--- src/rtl/wb_flags_stage.sv ---
// ============================================================================
// wb_flags_stage : writeback FIFO, register-file drain, committed C/Z/N flags
// Revision 1.0
// ============================================================================
`default_nettype none

module wb_flags_stage #(
  parameter int DEPTH = 2,
  parameter int AW    = 4,
  parameter int DW    = 32
) (
  input  logic          clk,
  input  logic          rst,
  input  logic          flush,
  input  logic          in_valid,
  output logic          in_ready,
  input  logic [AW-1:0] in_rd_addr,
  input  logic [DW-1:0] in_rd_data,
  input  logic          in_rd_we,
  input  logic          in_flag_we,
  input  logic          in_carry,
  input  logic          in_zero,
  input  logic          in_neg,
  output logic          rf_we,
  output logic [AW-1:0] rf_waddr,
  output logic [DW-1:0] rf_wdata,
  input  logic          rf_ready,
  output logic          carry_q,
  output logic          zero_q,
  output logic          neg_q,
  output logic          flag_pending,
  input  logic [AW-1:0] byp_addr,
  output logic          byp_hit,
  output logic [DW-1:0] byp_data
);

  localparam int PW = $clog2(DEPTH);
  localparam int CW = PW + 1;

  logic [AW-1:0] addr_mem [DEPTH];
  logic [DW-1:0] data_mem [DEPTH];
  logic          we_mem   [DEPTH];
  logic          fwe_mem  [DEPTH];
  logic [2:0]    flg_mem  [DEPTH];

  logic [PW-1:0] rd_ptr;
  logic [PW-1:0] wr_ptr;
  logic [CW-1:0] count;

  logic          head_valid;
  logic          push;
  logic          retire;

  assign head_valid = (count != '0);
  assign in_ready   = !rst && !flush && (count < CW'(DEPTH));
  assign push       = in_valid && in_ready;
  // Entries without a register write never wait on the port.
  assign retire     = head_valid && !rst && !flush && (rf_ready || !we_mem[rd_ptr]);

  assign rf_we    = head_valid && !rst && !flush && we_mem[rd_ptr];
  assign rf_waddr = head_valid ? addr_mem[rd_ptr] : '0;
  assign rf_wdata = head_valid ? data_mem[rd_ptr] : '0;

  // Scan oldest to youngest so the last match (youngest) wins.
  always_comb begin
    logic [PW-1:0] idx;
    idx          = '0;
    byp_hit      = 1'b0;
    byp_data     = '0;
    flag_pending = 1'b0;
    for (int k = 0; k < DEPTH; k++) begin
      idx = rd_ptr + PW'(k);
      if (CW'(k) < count) begin
        if (fwe_mem[idx])
          flag_pending = 1'b1;
        if (we_mem[idx] && (addr_mem[idx] == byp_addr)) begin
          byp_hit  = 1'b1;
          byp_data = data_mem[idx];
        end
      end
    end
  end

  always_ff @(posedge clk) begin
    if (push) begin
      addr_mem[wr_ptr] <= in_rd_addr;
      data_mem[wr_ptr] <= in_rd_data;
      we_mem[wr_ptr]   <= in_rd_we;
      fwe_mem[wr_ptr]  <= in_flag_we;
      flg_mem[wr_ptr]  <= {in_carry, in_zero, in_neg};
    end
  end

  always_ff @(posedge clk) begin
    if (rst) begin
      count   <= '0;
      rd_ptr  <= '0;
      wr_ptr  <= '0;
      carry_q <= 1'b0;
      zero_q  <= 1'b0;
      neg_q   <= 1'b0;
    end else if (flush) begin
      count  <= '0;
      rd_ptr <= '0;
      wr_ptr <= '0;
    end else begin
      if (push)
        wr_ptr <= wr_ptr + PW'(1);
      if (retire) begin
        rd_ptr <= rd_ptr + PW'(1);
        if (fwe_mem[rd_ptr])
          {carry_q, zero_q, neg_q} <= flg_mem[rd_ptr];
      end
      case ({push, retire})
        2'b10:   count <= count + CW'(1);
        2'b01:   count <= count - CW'(1);
        default: count <= count;
      endcase
    end
  end

endmodule

`default_nettype wire

--- config.mk ---
export PLATFORM = sky130hd
export DESIGN_NAME = wb_flags_stage
export DESIGN_NICKNAME = d
export VERILOG_FILES = /design/src/rtl/wb_flags_stage.sv
export SDC_FILE = /design/constraint.sdc
export NUM_CORES = 1
export LEC_CHECK = 0
export CAP_MARGIN = 10
export CORE_ASPECT_RATIO = 1.25
export CORE_MARGIN = 1
export CORE_UTILIZATION = 40
export DETAILED_ROUTE_END_ITERATION = 16
export PLACE_DENSITY = 0.69
export SLEW_MARGIN = 15
export SYNTH_ARGS = -nofsm -noshare
export SYNTH_HDL_FRONTEND = slang
export SYNTH_SLANG_ARGS = --single-unit
export TNS_END_PERCENT = 10
--- constraint.sdc ---
create_clock -name clk -period 6.05 [get_ports clk]
set_input_delay 0.605 -clock clk [delete_from_list [all_inputs] [get_ports clk]]
set_output_delay 0.605 -clock clk [all_outputs]
set_load 0.03 [all_outputs]
==> out/results.ini <==
[outcome]
outcome=complete, no violations

[floorplanning]
fp.dieH_um=120.5
coreArea_sq_mm=0.01077
floorplan.initialDensity_pct=41.74
die-area_sq_mm=0.01167
dieWidth_um=96.84
row_count=42
ioPinCount=125

[setup_path]
crit_family=simple AND/OR/NAND/NOR gates
cp_max_fo=27
path_cells=mux2i_1 > xnor2_1 > nor4_1 > and3_2 > mux2i_1 > clkdlybuf4s50_1
crit_buf_inv=1
worst_path_largest_cell_delay_ns=0.82
crit_type=flop to primary output
cp-start-kind=flop
slowest_stage=and3_2
crit_arrival_ns=3.56
crit_path_frequent_cell=mux2i_1
critical_path.endpoint_type=primary output
cp.required_ns=5.44

[timing]
finalHoldViolations=0
rsz0062_at_grt=false
finalMaxSlewViolations=0
skew_ns=0.005868
fin_crit_sh_pct=68.83
tns_ns=0
relSlewSlack_pct=29.99
min_period_ns=4.164
fmax_mhz=240.2
setup_viol=0
tightest_slew_ns=1.050

[synthesis]
synth.most_common_cell=mux2i_1
synth_top_area_cell=edfxtp_1
async_flop_share_pct=0
syn-num-nets=393
synth-edff-count=82
syn-instance-count=340
netlist_area_sq_mm=0.004497
synth_top_area_share_pct=54.76
syn_area_per_cell_sq_um=13.23
synth-warning-count=0
synth_common_cells=mux2i_1 (109), edfxtp_1 (82), nor2_1 (44)
synth-seq-area-share_pct=58.32
synth_seq_cells=90
synthDistinctLibCells=29
synth_area_leaders=edfxtp_1 (55%), mux2i_1 (24%), nor2_1 (3.7%)
synth_ff_type=edfxtp_1

[grt]
grt_pass1_wl_mm=15.61
track_usage_pct=17.52
antenna_found_initial=0
grt.overflow.total=0
grt_max_degree=42
grt_pass1_vias=3132

[place]
portBuffers=124
finalWeightedCongestion=0.7892
dpl.cell_count=579
dp_hpwl_mm=6.565

[cts]
ctsResizeCount=0
postCtsSetupBuffers=0
cts.sinks=90
clk_latency_ns=0.34
cts_hold_buf=0
cts-root-buf=clkbuf_16
clk_pin_slew_ns=0.06
clock_path_buffers=2
cts_tree=built
htreeDepth=3
numCtsBuffers=9

[detailed_routing]
via_per_inst=5.141
num_vias=3054
routedWlPerCell_um=16.77
routed_wl_mm=9.959
drt_iter0_drc=146
first_pass_iters=4
drc=0
ant_nets=0

[power_and_ir_drop]
pwr-share-comb_pct=9.1
totalPowerFinal_uw=1349
power_density_mw_per_mm2=221.4
p_int_uw=1066
vdd.ir_drop.worst_mv=0.1379
power.switching_uw=283.0
switching_share_pct=20.98
p_leak_uw=0.001876
pwr-share-clk_pct=39.2
p_seq_share_pct=51.6

[min_path]
min_path_type=flop to flop

[layout]
diodes=0
num-nets-final=511
syn_to_final_growth_pct=35.42
finalNonFillerCells=594
drive_above_1_share_pct=6.710

[flow_run]
cap_violations=0

[per-layer routing]
layer	vias to the layer above	track usage (%)	routed length, um
li1	1477	-	-
met1	1473	18.62	3906
met2	88	32.57	5400
met3	16	3.815	430
met4	0	8.675	220
met5	-	0	0
[sequential cells by signal (all words and copies together), names as in the netlist, named ones only]
register,cells
data_mem,64
addr_mem,8
flg_mem,6
count,2
fwe_mem,2
we_mem,2
carry_q,1
neg_q,1
rd_ptr,1
wr_ptr,1
zero_q,1
[cells by family after synthesis]
logic type | after synthesis | share of synthesized area, %
AND/OR/NAND/NOR | 89 | 8.069
flip-flops | 90 | 58.32
XOR/XNOR | 12 | 2.337
multiplexers | 113 | 25.32
buffers and inverters | 24 | 3.255
adder cells (fa/ha/maj) | 3 | 0.8348
AO/OA/AOI/OAI | 9 | 1.864
[path summary, 6_finish.rpt]
| path | start | endpoint | slack [ns] | depth (start not counted) |
|---|---|---|---|---|
| worst max-delay path | rd_ptr | byp_data[4] | 1.89 | 6 |
| worst min register to register | zero_q | zero_q | 0.52 | 2 |
| worst max register to register | count[1] | count[1] | 3.69 | 7 |
| worst min-delay path | zero_q | zero_q | 0.52 | 2 |
[power groups by stage]
stage                     Combinational, uW  Sequential [uW]  Clock [uW]
final                                   123              696         529
after global routing                    131              697         566
after global placement                  122              709           0
after floorplan                        61.0              708           0
after detailed placement                124              710           0
after CTS                               124              696         540
[layout by cell type (no fill, tap or decap), types with 2 or more instances in the layout]
cell type | synthesis | final
a21oi_1 | 3 | 3
a311oi_1 | 3 | 3
and3_2 | 0 | 2
buf_4 | 1 | 4
clkbuf_1 | 7 | 2
clkbuf_16 | 0 | 9
clkdlybuf4s50_1 | 0 | 124
clkinv_2 | 0 | 2
dfxtp_1 | 8 | 6
dfxtp_2 | 0 | 2
edfxtp_1 | 82 | 82
ha_1 | 3 | 2
inv_1 | 3 | 3
mux2_2 | 3 | 3
mux2i_1 | 109 | 109
nand2_1 | 34 | 34
nand2_2 | 2 | 2
nand3_1 | 2 | 2
nor2_1 | 44 | 43
xnor2_1 | 8 | 8
xor2_1 | 4 | 4
[tightest hold or removal path, stage by stage, from the launching register on]
cell,delay [ns]
dfxtp_1,0.31
a21oi_1,0.11
a311oi_1,0.05
[through the flow]
stage / util [%] / hold WS [ns] / instance area (sq um) / worst slack [ns]
after CTS: 56.53 / 0.5223 / 6090 / 1.819
after global placement: 53.96 / 0.5075 / 5813 / 2.152
after global routing: 56.53 / 0.5468 / 6090 / 1.579
after floorplan: - / 0.4932 / 4497 / 2.122
after detailed placement: 53.96 / 0.5165 / 5813 / 2.068
final: 56.53 / 0.5160 / 6090 / 1.886
[layout make-up]
cell class	instances	area (sq um)
Fill cell	898	4683
Sequential cell	90	2625
Multi-Input combinational cell	226	1740
Timing Repair Buffer	128	1271
Clock buffer	11	232.7
Tap cell	132	165.2
Clock inverter	4	43.79
Inverter	3	11.26
Note: power is estimated with default switching activity, not from simulation.
